### config.mk
export PLATFORM = sky130hd
export DESIGN_NAME = wb_ram_arbiter
export DESIGN_NICKNAME = d
export VERILOG_FILES = /design/src/rtl/wb_ram_arbiter.sv
export SDC_FILE = /design/constraint.sdc
export NUM_CORES = 1
export LEC_CHECK = 0
export CORE_AREA = 2 2 125 127
export DETAILED_ROUTE_END_ITERATION = 12
export DIE_AREA = 0 0 127 129
export DONT_BUFFER_PORTS = 1
export PLACE_DENSITY = 0.3
export RECOVER_POWER = 50
export SLEW_MARGIN = 10
export SYNTH_ARGS = -nofsm -noshare
export SYNTH_HDL_FRONTEND = slang
export SYNTH_SLANG_ARGS = --single-unit
### constraint.sdc
create_clock -name wb_clk_i -period 4.6 [get_ports wb_clk_i]
set_input_delay 0.46 -clock wb_clk_i [delete_from_list [all_inputs] [get_ports wb_clk_i]]
set_output_delay 0.46 -clock wb_clk_i [all_outputs]
set_load 0.02 [all_outputs]
### src/rtl/wb_ram_arbiter.sv
// Two-master, one-slave Wishbone arbiter for the shared block RAM, with cyc-locked round-robin grants.
// Define WB_ARB_TIMEOUT_EN to enable the stalled-slave watchdog (m*_err_o).
module wb_ram_arbiter #(
    parameter int AW      = 32,
    parameter int DW      = 32,
    parameter int SW      = 4,
    parameter int TIMEOUT = 16
) (
    input  logic          wb_clk_i,
    input  logic          wb_rst_i,
    input  logic          m0_cyc_i,
    input  logic          m0_stb_i,
    input  logic          m0_we_i,
    input  logic [AW-1:0] m0_adr_i,
    input  logic [DW-1:0] m0_dat_i,
    input  logic [SW-1:0] m0_sel_i,
    output logic [DW-1:0] m0_dat_o,
    output logic          m0_ack_o,
    output logic          m0_err_o,
    input  logic          m1_cyc_i,
    input  logic          m1_stb_i,
    input  logic          m1_we_i,
    input  logic [AW-1:0] m1_adr_i,
    input  logic [DW-1:0] m1_dat_i,
    input  logic [SW-1:0] m1_sel_i,
    output logic [DW-1:0] m1_dat_o,
    output logic          m1_ack_o,
    output logic          m1_err_o,
    output logic          s_cyc_o,
    output logic          s_stb_o,
    output logic          s_we_o,
    output logic [AW-1:0] s_adr_o,
    output logic [DW-1:0] s_dat_o,
    output logic [SW-1:0] s_sel_o,
    input  logic [DW-1:0] s_dat_i,
    input  logic          s_ack_i,
    output logic [1:0]    gnt_o
);

    typedef enum logic [1:0] {IDLE, GNT0, GNT1} state_t;

    state_t state;
    logic   last_gnt;
    logic   req0, req1;
    logic   timeout;
    logic   leave_gnt;

    if (TIMEOUT < 2 || TIMEOUT > 256 || SW * 8 != DW) begin : g_bad_params
        $error("wb_ram_arbiter: TIMEOUT must be 2..256 and SW*8 must equal DW");
    end

    assign req0 = m0_cyc_i & m0_stb_i;
    assign req1 = m1_cyc_i & m1_stb_i;

    assign leave_gnt = ((state == GNT0) && (!m0_cyc_i || timeout)) ||
                       ((state == GNT1) && (!m1_cyc_i || timeout));

`ifdef WB_ARB_TIMEOUT_EN
    logic [7:0] to_cnt;
    logic       state_chg;

    assign state_chg = leave_gnt || ((state == IDLE) && (req0 || req1));
    assign timeout   = (state != IDLE) && (to_cnt == 8'(TIMEOUT - 1));

    // Counts only stalled strobe cycles; any ack, idle strobe or grant change restarts it.
    always_ff @(posedge wb_clk_i or posedge wb_rst_i) begin
        if (wb_rst_i) begin
            to_cnt <= '0;
        end else if (state_chg || s_ack_i || !s_stb_o) begin
            to_cnt <= '0;
        end else begin
            to_cnt <= to_cnt + 8'd1;
        end
    end
`else
    assign timeout = 1'b0;
`endif

    always_ff @(posedge wb_clk_i or posedge wb_rst_i) begin
        if (wb_rst_i) begin
            state    <= IDLE;
            last_gnt <= 1'b1;
            gnt_o    <= '0;
        end else begin
            case (state)
                IDLE: begin
                    if (req0 && (!req1 || last_gnt)) begin
                        state <= GNT0;
                        gnt_o <= 2'b01;
                    end else if (req1) begin
                        state <= GNT1;
                        gnt_o <= 2'b10;
                    end
                end
                GNT0: begin
                    if (leave_gnt) begin
                        last_gnt <= 1'b0;
                        if (req1 && !timeout) begin
                            state <= GNT1;
                            gnt_o <= 2'b10;
                        end else begin
                            state <= IDLE;
                            gnt_o <= 2'b00;
                        end
                    end
                end
                GNT1: begin
                    if (leave_gnt) begin
                        last_gnt <= 1'b1;
                        if (req0 && !timeout) begin
                            state <= GNT0;
                            gnt_o <= 2'b01;
                        end else begin
                            state <= IDLE;
                            gnt_o <= 2'b00;
                        end
                    end
                end
                default: begin
                    state <= IDLE;
                    gnt_o <= 2'b00;
                end
            endcase
        end
    end

    always_comb begin
        s_cyc_o  = 1'b0;
        s_stb_o  = 1'b0;
        s_we_o   = 1'b0;
        s_adr_o  = '0;
        s_dat_o  = '0;
        s_sel_o  = '0;
        m0_dat_o = '0;
        m1_dat_o = '0;
        case (state)
            GNT0: begin
                s_cyc_o  = m0_cyc_i;
                s_stb_o  = m0_stb_i;
                s_we_o   = m0_we_i;
                s_adr_o  = m0_adr_i;
                s_dat_o  = m0_dat_i;
                s_sel_o  = m0_sel_i;
                m0_dat_o = s_dat_i;
            end
            GNT1: begin
                s_cyc_o  = m1_cyc_i;
                s_stb_o  = m1_stb_i;
                s_we_o   = m1_we_i;
                s_adr_o  = m1_adr_i;
                s_dat_o  = m1_dat_i;
                s_sel_o  = m1_sel_i;
                m1_dat_o = s_dat_i;
            end
            default: ;
        endcase
    end

    assign m0_ack_o = s_ack_i & (state == GNT0) & m0_stb_i & ~timeout;
    assign m1_ack_o = s_ack_i & (state == GNT1) & m1_stb_i & ~timeout;
    assign m0_err_o = timeout & (state == GNT0);
    assign m1_err_o = timeout & (state == GNT1);

endmodule

==> metrics.md, run 1 <==
| Metric | Value |
|---|---|
| Worst skew pair latency | `around 230 ps` |
| Number of port buffers | `0` |
| Flop2flop setup slack | `1500 ps` |
| Worst-case clock buffer depth | `2` |
| Vias | `roughly 2000` |
| Most common cell after layout, fill and taps aside | `nor2b_1` |
| Area growth syn-to-layout | `10.4%` |
| Worst r2r src | `state[1]$_DFFE_PP0P_` |
| CTS Buf Count | `3` |
| Via/cell ratio | `4.62` |
| Max Freq | `0.282 GHz` |
| Met3 routed WL | `approximately 700 um` |
| Drt pass-1 iters | `4` |
| Slew HR | `-18.4%` |
| Met2 WL | `3.80 mm` |
| Core area | `~15000 um2` |
| Vias in the first global route | `between 1500 and 2000` |
| Tot Pwr | `roughly 1.4 mW` |
| CTS tree | `done` |
| Remaining DRCs | `0` |
| Max Clock Skew | `3.63 ps` |
| Die Ht | `129 um` |
| Hold Slack | `-0.0573 ps` |
| Main combinational cell family by area after synthesis | `simple AND/OR/NAND/NOR gates` |
| Commonest cells after routing, fill and taps aside | `nor2b_1, a22oi_1, and2_0` |
| First-pass GRT wire length | `about 9.0 mm` |
| Post-CTS Resized | `0` |
| Slowest stage cell, crit path | `ha_2` |
| FP Rows | `45` |
| Pre-CTS WS | `approximately 1800 ps` |
| Clock transition at the registers of the reported paths | `30 ps` |
| Reg2reg path depth | `5` |
| FILL cells | `1713` |
| Max-Cap Viols | `1` |
| Share of layout cells above drive strength 1 | `4.15%` |
| WL/cell | `16.7 um` |
| Syn Area/Cell | `6.73 um2` |
| Sum of negative setup slack | `0 ps` |
| Initial core utilization | `12.1%` |
| Adder-cell share of the synthesized area | `2.76%` |
| Synthesized area | `1810 um2` |
| H-tree Lvls | `1` |
| Slowest cell delay on critical path | `1390 ps` |
| Ant diodes | `0` |
| Violated checks | `negative hold slack, max-capacitance violations, max-slew violations` |
| Total grt overflow | `0` |
| # setup viols final | `0` |
| Fin util | `13.4%` |
| Clock root buffer | `clkbuf_16` |
| Syn Inst Count | `269` |
| Power per cell area | `702 nW/um2` |
| Worst-Margin Slew | `1780 ps` |
| VDD IR max | `0.387 mV` |
| Post-CTS Setup Bufs | `0` |
| I/O pin cnt | `318` |
| Crit path cell chain | `inv_1 -> ha_2 -> a22oi_1 -> nor2b_1` |
| Xor and xnor fraction of the mapped netlist area | `0%` |
| Initial antenna violation count | `0` |
| Post-synth cell types | `27` |
| Die width | `127 um` |
| RR Endpoint | `state[0]$_DFFE_PP0P_` |
| Crit start category | `register` |
| Min-delay worst type | `in -> async` |
| Simple-gate share of the synthesized area | `49.9%` |
| Synth warn | `0` |
| Highest routed layer | `met4` |
| Unrepaired setup endpoints after global routing | `no` |
| Initial DRC Count | `68` |
| Minimum clock period | `3540 ps` |
| Static Leak | `0.498 nW` |
| WS Path Type | `reg -> out` |
| Post-synthesis mux area share | `under 10%` |
| WL met1 | `2.54 mm` |
| Die ar. | `16400 um2` |
| Final ANT Viol Nets | `0` |
| Final Max Slew Viols | `109` |
| Global-route usage over all layers | `6.94%` |
| Area fraction in compound gates after synthesis | `31.4%` |
| Largest net degree at the start of global routing | `109` |
| Crit path arrival time | `3080 ps` |
| Worst Setup Slack, final | `1060 ps` |
| Layout Nets | `423` |
| GPL Wtd Cong | `0.797` |
| Routed wire length | `7.16 mm` |
| Status | `finished, violations left` |
| Hold_buf cts | `0` |
| Synth Register Bits | `3` |
| Sink Count | `3` |
| HPWL after DPL | `5.48 mm` |
| CP Capture Type | `output pin` |
| Req. time, crit path | `4140 ps` |
| Hold Violations, Final | `1` |
| Register area share after synthesis | `under 10%` |
| Crit-path max FO | `108` |
| Post-route clock period utilization | `77.0%` |
==> power breakdown <==
group	leakage, nW	switching, mW	internal, mW
registers	0.0368	0.0244	0.0410
clock network	0.0382	0.0257	0.115
logic	0.423	0.819	0.379
==> Yosys cell counts <==
cell type | n | share of area (%)
mux2_4 | 1 | 0.83
a21boi_0 | 1 | 0.41
nand2_1 | 1 | 0.21
clkbuf_1 | 19 | 3.9
and3_1 | 2 | 0.69
a22oi_1 | 71 | 29
conb_1 | 1 | 0.21
buf_6 | 1 | 0.62
inv_1 | 3 | 0.62
ha_1 | 4 | 2.8
nor2b_1 | 72 | 25
dfrtp_1 | 2 | 2.8
and2_1 | 64 | 22
nor3_1 | 2 | 0.55
o21ai_0 | 1 | 0.28
nor4bb_1 | 1 | 0.55
a2bb2oi_1 | 1 | 0.48
buf_2 | 6 | 1.7
dfstp_2 | 1 | 1.5
mux2_2 | 2 | 1.2
or3_1 | 1 | 0.35
and4b_1 | 1 | 0.55
o22ai_1 | 1 | 0.35
buf_4 | 2 | 0.83
buf_1 | 6 | 1.2
mux2i_1 | 1 | 0.55
o211ai_1 | 1 | 0.41
==> flip-flops by register name, summed over array words and instances, names as in the netlist <==
| register | count |
|---|---|
| last_gnt | 1 |
| state | 2 |
==> cell type report <==
class / count / area (um2) / share of cell area, %
flip-flops and latches: 3 / 76.3 / 3.82
inverters: 3 / 11.3 / 0.563
clock buffers: 4 / 78.8 / 3.94
multi-input cells: 230 / 1590 / 79.5
repair buffers: 1 / 7.51 / 0.375
well taps: 188 / 235 / 11.8
==> per-stage QoR <==
step / cell area [um2] / instances
3_5_place_dp: 1930 / 425
5_1_grt: 2000 / 429
4_1_cts: 2010 / 429
6_report: 2000 / 429
3_3_place_gp: 1930 / 425
2_1_floorplan: 1810 / 270
==> worst max-delay path: cells and delay by family, from the launching register on <==
family                   cells  cell delay [ps]
AND/OR/NAND/NOR              1              440
flip-flops                   1              500
AO/OA/AOI/OAI                1              310
buffers and inverters        1              170
adder cells (fa/ha/maj)      1             1390
==> cell families after synthesis <==
kind of cell,count (synthesis)
simple gates,144
compound gates,76
buf+inv,37
mux,4
fa+ha+maj,4
flops,3
other cells,1
==> worst max path at each step <==
| stage | depth (start not counted) | endpoint | start | slack (ps) |
|---|---|---|---|---|
| after detailed placement | 5 | s_adr_o[11] | state[0]$_DFFE_PP0P_ | 1800 |
| after global routing | 4 | s_adr_o[28] | state[1]$_DFFE_PP0P_ | 830 |
| after floorplan | 7 | s_adr_o[11] | state[0]$_DFFE_PP0P_ | 2490 |
| after global placement | 5 | s_dat_o[17] | state[0]$_DFFE_PP0P_ | 1890 |
| after CTS | 5 | s_adr_o[11] | state[0]$_DFFE_PP0P_ | 1560 |
| final | 4 | s_adr_o[28] | state[1]$_DFFE_PP0P_ | 1060 |
==> metal layers <==
metal	global-route usage (%)	vias up
met3	2.37	11
li1	-	874
met2	13.7	171
met1	6.99	927
met4	1.55	0
met5	0	-
No activity file was read; power rests on OpenSTA's default activity.
==> run 2, diff against run 1 <==
==> constraint.sdc (replaced) <==
create_clock -name wb_clk_i -period 3.3 [get_ports wb_clk_i]
set_input_delay 0.33 -clock wb_clk_i [delete_from_list [all_inputs] [get_ports wb_clk_i]]
set_output_delay 0.33 -clock wb_clk_i [all_outputs]
set_load 0.02 [all_outputs]
==> metrics.md, run 2 (synthesis results as in run 1) <==
| Metric | Value |
|---|---|
| Sum of negative setup slack | `0 ps (unchanged)` |
| Die width | `127 um (unchanged)` |
| Total grt overflow | `0 (unchanged)` |
| Area growth syn-to-layout | `12.2% (was 10.4%)` |
| Status | `completed (was finished, violations left)` |
| Max Clock Skew | `1.11 ps (was 3.63 ps)` |
| Clock root buffer | `clkbuf_16 (unchanged)` |
| Slew HR | `32.6% (was -18.4%)` |
| Initial DRC Count | `84 (was 68)` |
| Vias in the first global route | `1686 (was 1717)` |
| Hold Crit Depth | `3` |
| Ant diodes | `0 (unchanged)` |
| Worst skew pair latency | `220 ps (was 230 ps)` |
| Placed instance area | `1950 um2 (was 1930 um2)` |
| Crit-path max FO | `109 (was 108)` |
| WS Path Type | `reg -> out (unchanged)` |
| Die Ht | `129 um (unchanged)` |
| Worst Hold Path EP | `state[1]$_DFFE_PP0P_` |
| Max-Cap Viols | `0 (was 1)` |
| I/O pin cnt | `318 (unchanged)` |
| Req. time, crit path | `2970 ps (was 4140 ps)` |
| CTS tree | `done (unchanged)` |
| RR Endpoint | `state[0]$_DFFE_PP0P_ (unchanged)` |
| Power per cell area | `967 nW/um2 (was 702 nW/um2)` |
| Largest net degree at the start of global routing | `110 (was 109)` |
| Crit start category | `register (unchanged)` |
| Max Freq | `0.356 GHz` |
| Minimum clock period | `2810 ps` |
| VDD IR max | `0.429 mV (was 0.387 mV)` |
| FP Rows | `45 (unchanged)` |
| H-tree Lvls | `1 (unchanged)` |
| GPL Wtd Cong | `0.762 (was 0.797)` |
| Clock transition at the registers of the reported paths | `30 ps (about the same)` |
| Sink Count | `3 (unchanged)` |
| Area of the multi-input gates | `1600 um2 (was 1590 um2)` |
| Layout Nets | `424 (was 423)` |
| Crit path arrival time | `2480 ps (was 3080 ps)` |
| WL/cell | `16.1 um (was 16.7 um)` |
| Share of layout cells above drive strength 1 | `4.13% (was 4.15%)` |
| Final Max Slew Viols | `0 (was 109)` |
| Vias | `1958 (was 1983)` |
| CTS Buf Count | `3 (unchanged)` |
| Commonest cells after routing, fill and taps aside | `nor2b_1, a22oi_1, and2_0 (unchanged)` |
| Largest register FFs | `2 (unchanged)` |
| Top reg by flops | `state (unchanged)` |
| Worst r2r src | `state[0]$_DFFE_PP0P_ (was state[1]$_DFFE_PP0P_)` |
| Post-CTS Setup Bufs | `0 (unchanged)` |
| Initial antenna violation count | `0 (unchanged)` |
| Drt pass-1 iters | `4 (unchanged)` |
| FILL cells | `1734 (was 1713)` |
| Inst Count DP | `425 (unchanged)` |
| Layout Cells excl Fill | `430 (was 429)` |
| First-pass GRT wire length | `8.88 mm (was 9.03 mm)` |
| Hold Violations, Final | `0 (was 1)` |
| Initial core utilization | `12.1% (unchanged)` |
| Worst Setup Slack, final | `492 ps (was 1060 ps)` |
| Reg area | `76.3 um2 (unchanged)` |
| HPWL after DPL | `5.47 mm (was 5.48 mm)` |
| Worst-case clock buffer depth | `2 (unchanged)` |
| Worst-Margin Slew | `1010 ps (was 1780 ps)` |
| Post-route clock period utilization | `85.1%` |
| # setup viols final | `0 (unchanged)` |
| Final ANT Viol Nets | `0 (unchanged)` |
| Number of port buffers | `0 (unchanged)` |
| Unrepaired setup endpoints after global routing | `no (unchanged)` |
| Min-delay worst type | `in -> reg (was in -> async)` |
| Post-CTS Resized | `0 (unchanged)` |
| CP Capture Type | `output pin (unchanged)` |
| Core area | `15000 um2 (unchanged)` |
| Hold Startpoint | `m1_stb_i` |
| Pre-CTS WS | `680 ps (was 1800 ps)` |
| Most common cell after layout, fill and taps aside | `nor2b_1 (unchanged)` |
| Reg2reg path depth | `5 (unchanged)` |
| Global-route usage over all layers | `6.74% (was 6.94%)` |
| Die ar. | `16400 um2 (unchanged)` |
| Biggest regs | `state (2), last_gnt (1) (unchanged)` |
| Tot Pwr | `1.97 mW (was 1.40 mW)` |
| Static Leak | `0.504 nW (was 0.498 nW)` |
| Remaining DRCs | `0 (unchanged)` |
| Via/cell ratio | `4.55 (was 4.62)` |
| Routed wire length | `6.93 mm (was 7.16 mm)` |
| Flop2flop setup slack | `750 ps (was 1500 ps)` |
| Final Cell Area | `2030 um2 (was 2000 um2)` |
run 2: power by group:
part	total [mW]	internal [mW]	leakage (nW)	switching [mW]
clock network	0.190	0.159	0.0382	0.0312
registers	0.0923	0.0572	0.0368	0.0351
logic	1.68	0.551	0.429	1.13
total	1.97	0.768	0.504	1.20
run 2: how the worst max path moves through the flow:
stage	startpoint	end	slack (ps)	cells past startpoint
global placement	state[0]$_DFFE_PP0P_	s_sel_o[3]	750	4
CTS	state[0]$_DFFE_PP0P_	s_adr_o[28]	440	4
global route	state[0]$_DFFE_PP0P_	s_sel_o[3]	320	4
detailed placement	state[0]$_DFFE_PP0P_	s_adr_o[28]	680	4
floorplan	state[0]$_DFFE_PP0P_	s_adr_o[11]	1320	7
finish	state[0]$_DFFE_PP0P_	s_sel_o[3]	490	4
run 2: cell type report:
| type | count | area share [%] |
|---|---|---|
| flip-flops and latches | 3 | 3.76 |
| repair buffers | 2 | 1.48 |
| well taps | 188 | 11.6 |
| clock buffers | 4 | 3.88 |
| inverters | 3 | 0.554 |
| multi-input cells | 230 | 78.8 |
run 2: critical path, cell delays in order, from the launching register on:
cell	delay, ps
dfrtp_1	510
inv_1	190
ha_4	810
a22oi_1	280
nor2b_1	410
run 2: metal layers:
layer / vias to the layer above / GRT usage [%] / wire length [um] / part of all wire, %
met4: 0 / 2.07 / 116 / 1.7
met1: 897 / 6.99 / 2390 / 34
li1: 878 / - / - / -
met5: - / 0 / 0 / 0
met3: 8 / 1.83 / 741 / 11
met2: 175 / 13.2 / 3690 / 53
run 2: repair_timing:
action / in CTS / in global routing
setup endpoints to repair: 0 / 0
hold buffers: 1 / 0
hold endpoints to repair: 2 / 0
run 2: per-stage QoR:
step,hold WS (ps),util (%)
floorplan,82.9,-
global placement,120,13.0
detailed placement,111,13.0
finish,411,13.6
CTS,411,13.6
global route,475,13.6
==> run 3, diff against run 2 <==
--- a/config.mk
+++ b/config.mk
@@ -5,11 +5,14 @@
 export SDC_FILE = /design/constraint.sdc
 export NUM_CORES = 1
 export LEC_CHECK = 0
+export CELL_PAD_IN_SITES_DETAIL_PLACEMENT = 1
+export CELL_PAD_IN_SITES_GLOBAL_PLACEMENT = 2
 export CORE_AREA = 2 2 125 127
+export CTS_CLUSTER_SIZE = 14
 export DETAILED_ROUTE_END_ITERATION = 12
 export DIE_AREA = 0 0 127 129
 export DONT_BUFFER_PORTS = 1
-export PLACE_DENSITY = 0.3
+export PLACE_DENSITY = 0.44
 export RECOVER_POWER = 50
 export SLEW_MARGIN = 10
 export SYNTH_ARGS = -nofsm -noshare
==> metrics.md, run 3 (synthesis results as in run 1) <==
| Metric | Value |
|---|---|
| I/O pin cnt | `318 (unchanged)` |
| Vias in the first global route | `1914 (was 1686)` |
| Post-CTS Setup Bufs | `0 (unchanged)` |
| Global-route usage over all layers | `8.25% (was 6.74%)` |
| Reg area | `76.3 um2 (unchanged)` |
| CP Capture Type | `output pin (unchanged)` |
| FILL cells | `1810 (was 1734)` |
| Core area | `15000 um2 (unchanged)` |
| Clock root buffer | `clkbuf_16 (unchanged)` |
| Final ANT Viol Nets | `0 (unchanged)` |
| Fin util | `13.7% (was 13.6%)` |
| Unrepaired setup endpoints after global routing | `no (unchanged)` |
| Area growth syn-to-layout | `13.5% (was 12.2%)` |
| Worst-case clock buffer depth | `2 (unchanged)` |
| Largest net degree at the start of global routing | `110 (unchanged)` |
| Top reg by flops | `state (unchanged)` |
| Most common cell after layout, fill and taps aside | `nor2b_1 (unchanged)` |
| # setup viols final | `0 (unchanged)` |
| Final Max Slew Viols | `0 (unchanged)` |
| Die width | `127 um (unchanged)` |
| HPWL after DPL | `6.52 mm (was 5.47 mm)` |
| Area of the multi-input gates | `1600 um2 (about the same)` |
| Post-route clock period utilization | `85.4% (was 85.1%)` |
| Initial core utilization | `12.1% (unchanged)` |
| Biggest regs | `state (2), last_gnt (1) (unchanged)` |
| Post-CTS Resized | `0 (unchanged)` |
| Hold Violations, Final | `0 (unchanged)` |
| Initial DRC Count | `97 (was 84)` |
| CTS tree | `done (unchanged)` |
| Die Ht | `129 um (unchanged)` |
| Status | `completed (unchanged)` |
| CTS Buf Count | `3 (unchanged)` |
| Routed wire length | `8.22 mm (was 6.93 mm)` |
| Req. time, crit path | `2970 ps (about the same)` |
| Min-delay worst type | `in -> reg (unchanged)` |
| Sink Count | `3 (unchanged)` |
| Crit path arrival time | `2490 ps (was 2480 ps)` |
| Commonest cells after routing, fill and taps aside | `nor2b_1, a22oi_1, and2_0 (unchanged)` |
| Max Freq | `0.355 GHz (was 0.356 GHz)` |
| Layout Nets | `425 (was 424)` |
| WL/cell | `19.1 um (was 16.1 um)` |
| Initial antenna violation count | `0 (unchanged)` |
| Number of port buffers | `0 (unchanged)` |
| Share of layout cells above drive strength 1 | `4.94% (was 4.13%)` |
| WS Path Type | `reg -> out (unchanged)` |
| Minimum clock period | `2820 ps (was 2810 ps)` |
| Max-Cap Viols | `0 (unchanged)` |
| Tot Pwr | `2.03 mW (was 1.97 mW)` |
| H-tree Lvls | `1 (unchanged)` |
| Remaining DRCs | `0 (unchanged)` |
| Max Clock Skew | `1.37 ps (was 1.11 ps)` |
| Largest register FFs | `2 (unchanged)` |
| VDD IR max | `0.348 mV (was 0.429 mV)` |
| First-pass GRT wire length | `10.6 mm (was 8.88 mm)` |
| Static Leak | `0.515 nW (was 0.504 nW)` |
| Ant diodes | `0 (unchanged)` |
| Power per cell area | `986 nW/um2 (was 967 nW/um2)` |
| Hold_buf cts | `1 (unchanged)` |
| Crit-path max FO | `109 (unchanged)` |
| Drt pass-1 iters | `4 (unchanged)` |
| Hold Slack | `418 ps (was 411 ps)` |
| Die ar. | `16400 um2 (unchanged)` |
| Clock transition at the registers of the reported paths | `30 ps (about the same)` |
| Worst-Margin Slew | `1060 ps (was 1010 ps)` |
| Via/cell ratio | `4.66 (was 4.55)` |
| GPL Wtd Cong | `0.728 (was 0.762)` |
| Total grt overflow | `0 (unchanged)` |
| Slew HR | `29.4% (was 32.6%)` |
| Worst skew pair latency | `220 ps (about the same)` |
| Sum of negative setup slack | `0 ps (unchanged)` |
| FP Rows | `45 (unchanged)` |
| Crit start category | `register (unchanged)` |
| Vias | `2008 (was 1958)` |
-- run 3: changes by cell type in the layout (fill, tap and decap cells not counted) --
cell    before  now
mux2_4       0    1
mux2_1       1    0
and2_0      64   62
and2_1       0    2
buf_12       1    2
-- run 3: final cells by class --
| cell class | count | area share [%] |
|---|---|---|
| timing repair buffer | 3 | 2.43 |
| sequential | 3 | 3.71 |
| clock buffer | 4 | 3.83 |
| inverter | 3 | 0.548 |
| multi-input combinational | 230 | 78.0 |
| tap | 188 | 11.4 |
-- run 3: worst paths after layout --
| path | from | to | slack (ps) | cells after the start |
|---|---|---|---|---|
| max in group asynchronous | wb_rst_i | last_gnt$_DFFE_PP1P_ | 2630 | 2 |
| max | state[0]$_DFFE_PP0P_ | s_we_o | 480 | 4 |
| min reg2reg | last_gnt$_DFFE_PP1P_ | last_gnt$_DFFE_PP1P_ | 630 | 1 |
| max reg2reg | state[0]$_DFFE_PP0P_ | state[0]$_DFFE_PP0P_ | 730 | 5 |
| min in group asynchronous | wb_rst_i | state[1]$_DFFE_PP0P_ | 440 | 2 |
| min | m1_stb_i | state[1]$_DFFE_PP0P_ | 420 | 3 |
-- run 3: power by group --
part	switching, mW	internal (mW)	leakage [nW]
sequential	0.0362	0.0570	0.0368
clock	0.0337	0.159	0.0382
combinational	1.17	0.572	0.440
total	1.24	0.788	0.515
-- run 3: metrics by stage --
step / std cells / setup WS, ps / instance area (um2)
finish: 431 / 481 / 2060
global route: 431 / 280 / 2060
global placement: 426 / 721 / 1970
CTS: 431 / 409 / 2060
detailed placement: 426 / 635 / 1970
floorplan: 270 / 1320 / 1810
-- run 3: per-layer routing --
layer  global-route usage (%)  part of all wire (%)  up-vias
li1                         -                     -      879
met1                     8.21                    33      948
met2                     17.5                    57      179
met3                     2.20                   9.6        2
met4                    0.582                  0.17        0
met5                        0                     0        -
-- run 3: worst max-delay path: stages, from the launching register on --
cell and delay (ps):
dfrtp_1 510, inv_1 190, ha_4 840, a22oi_1 230
nor2b_1 450
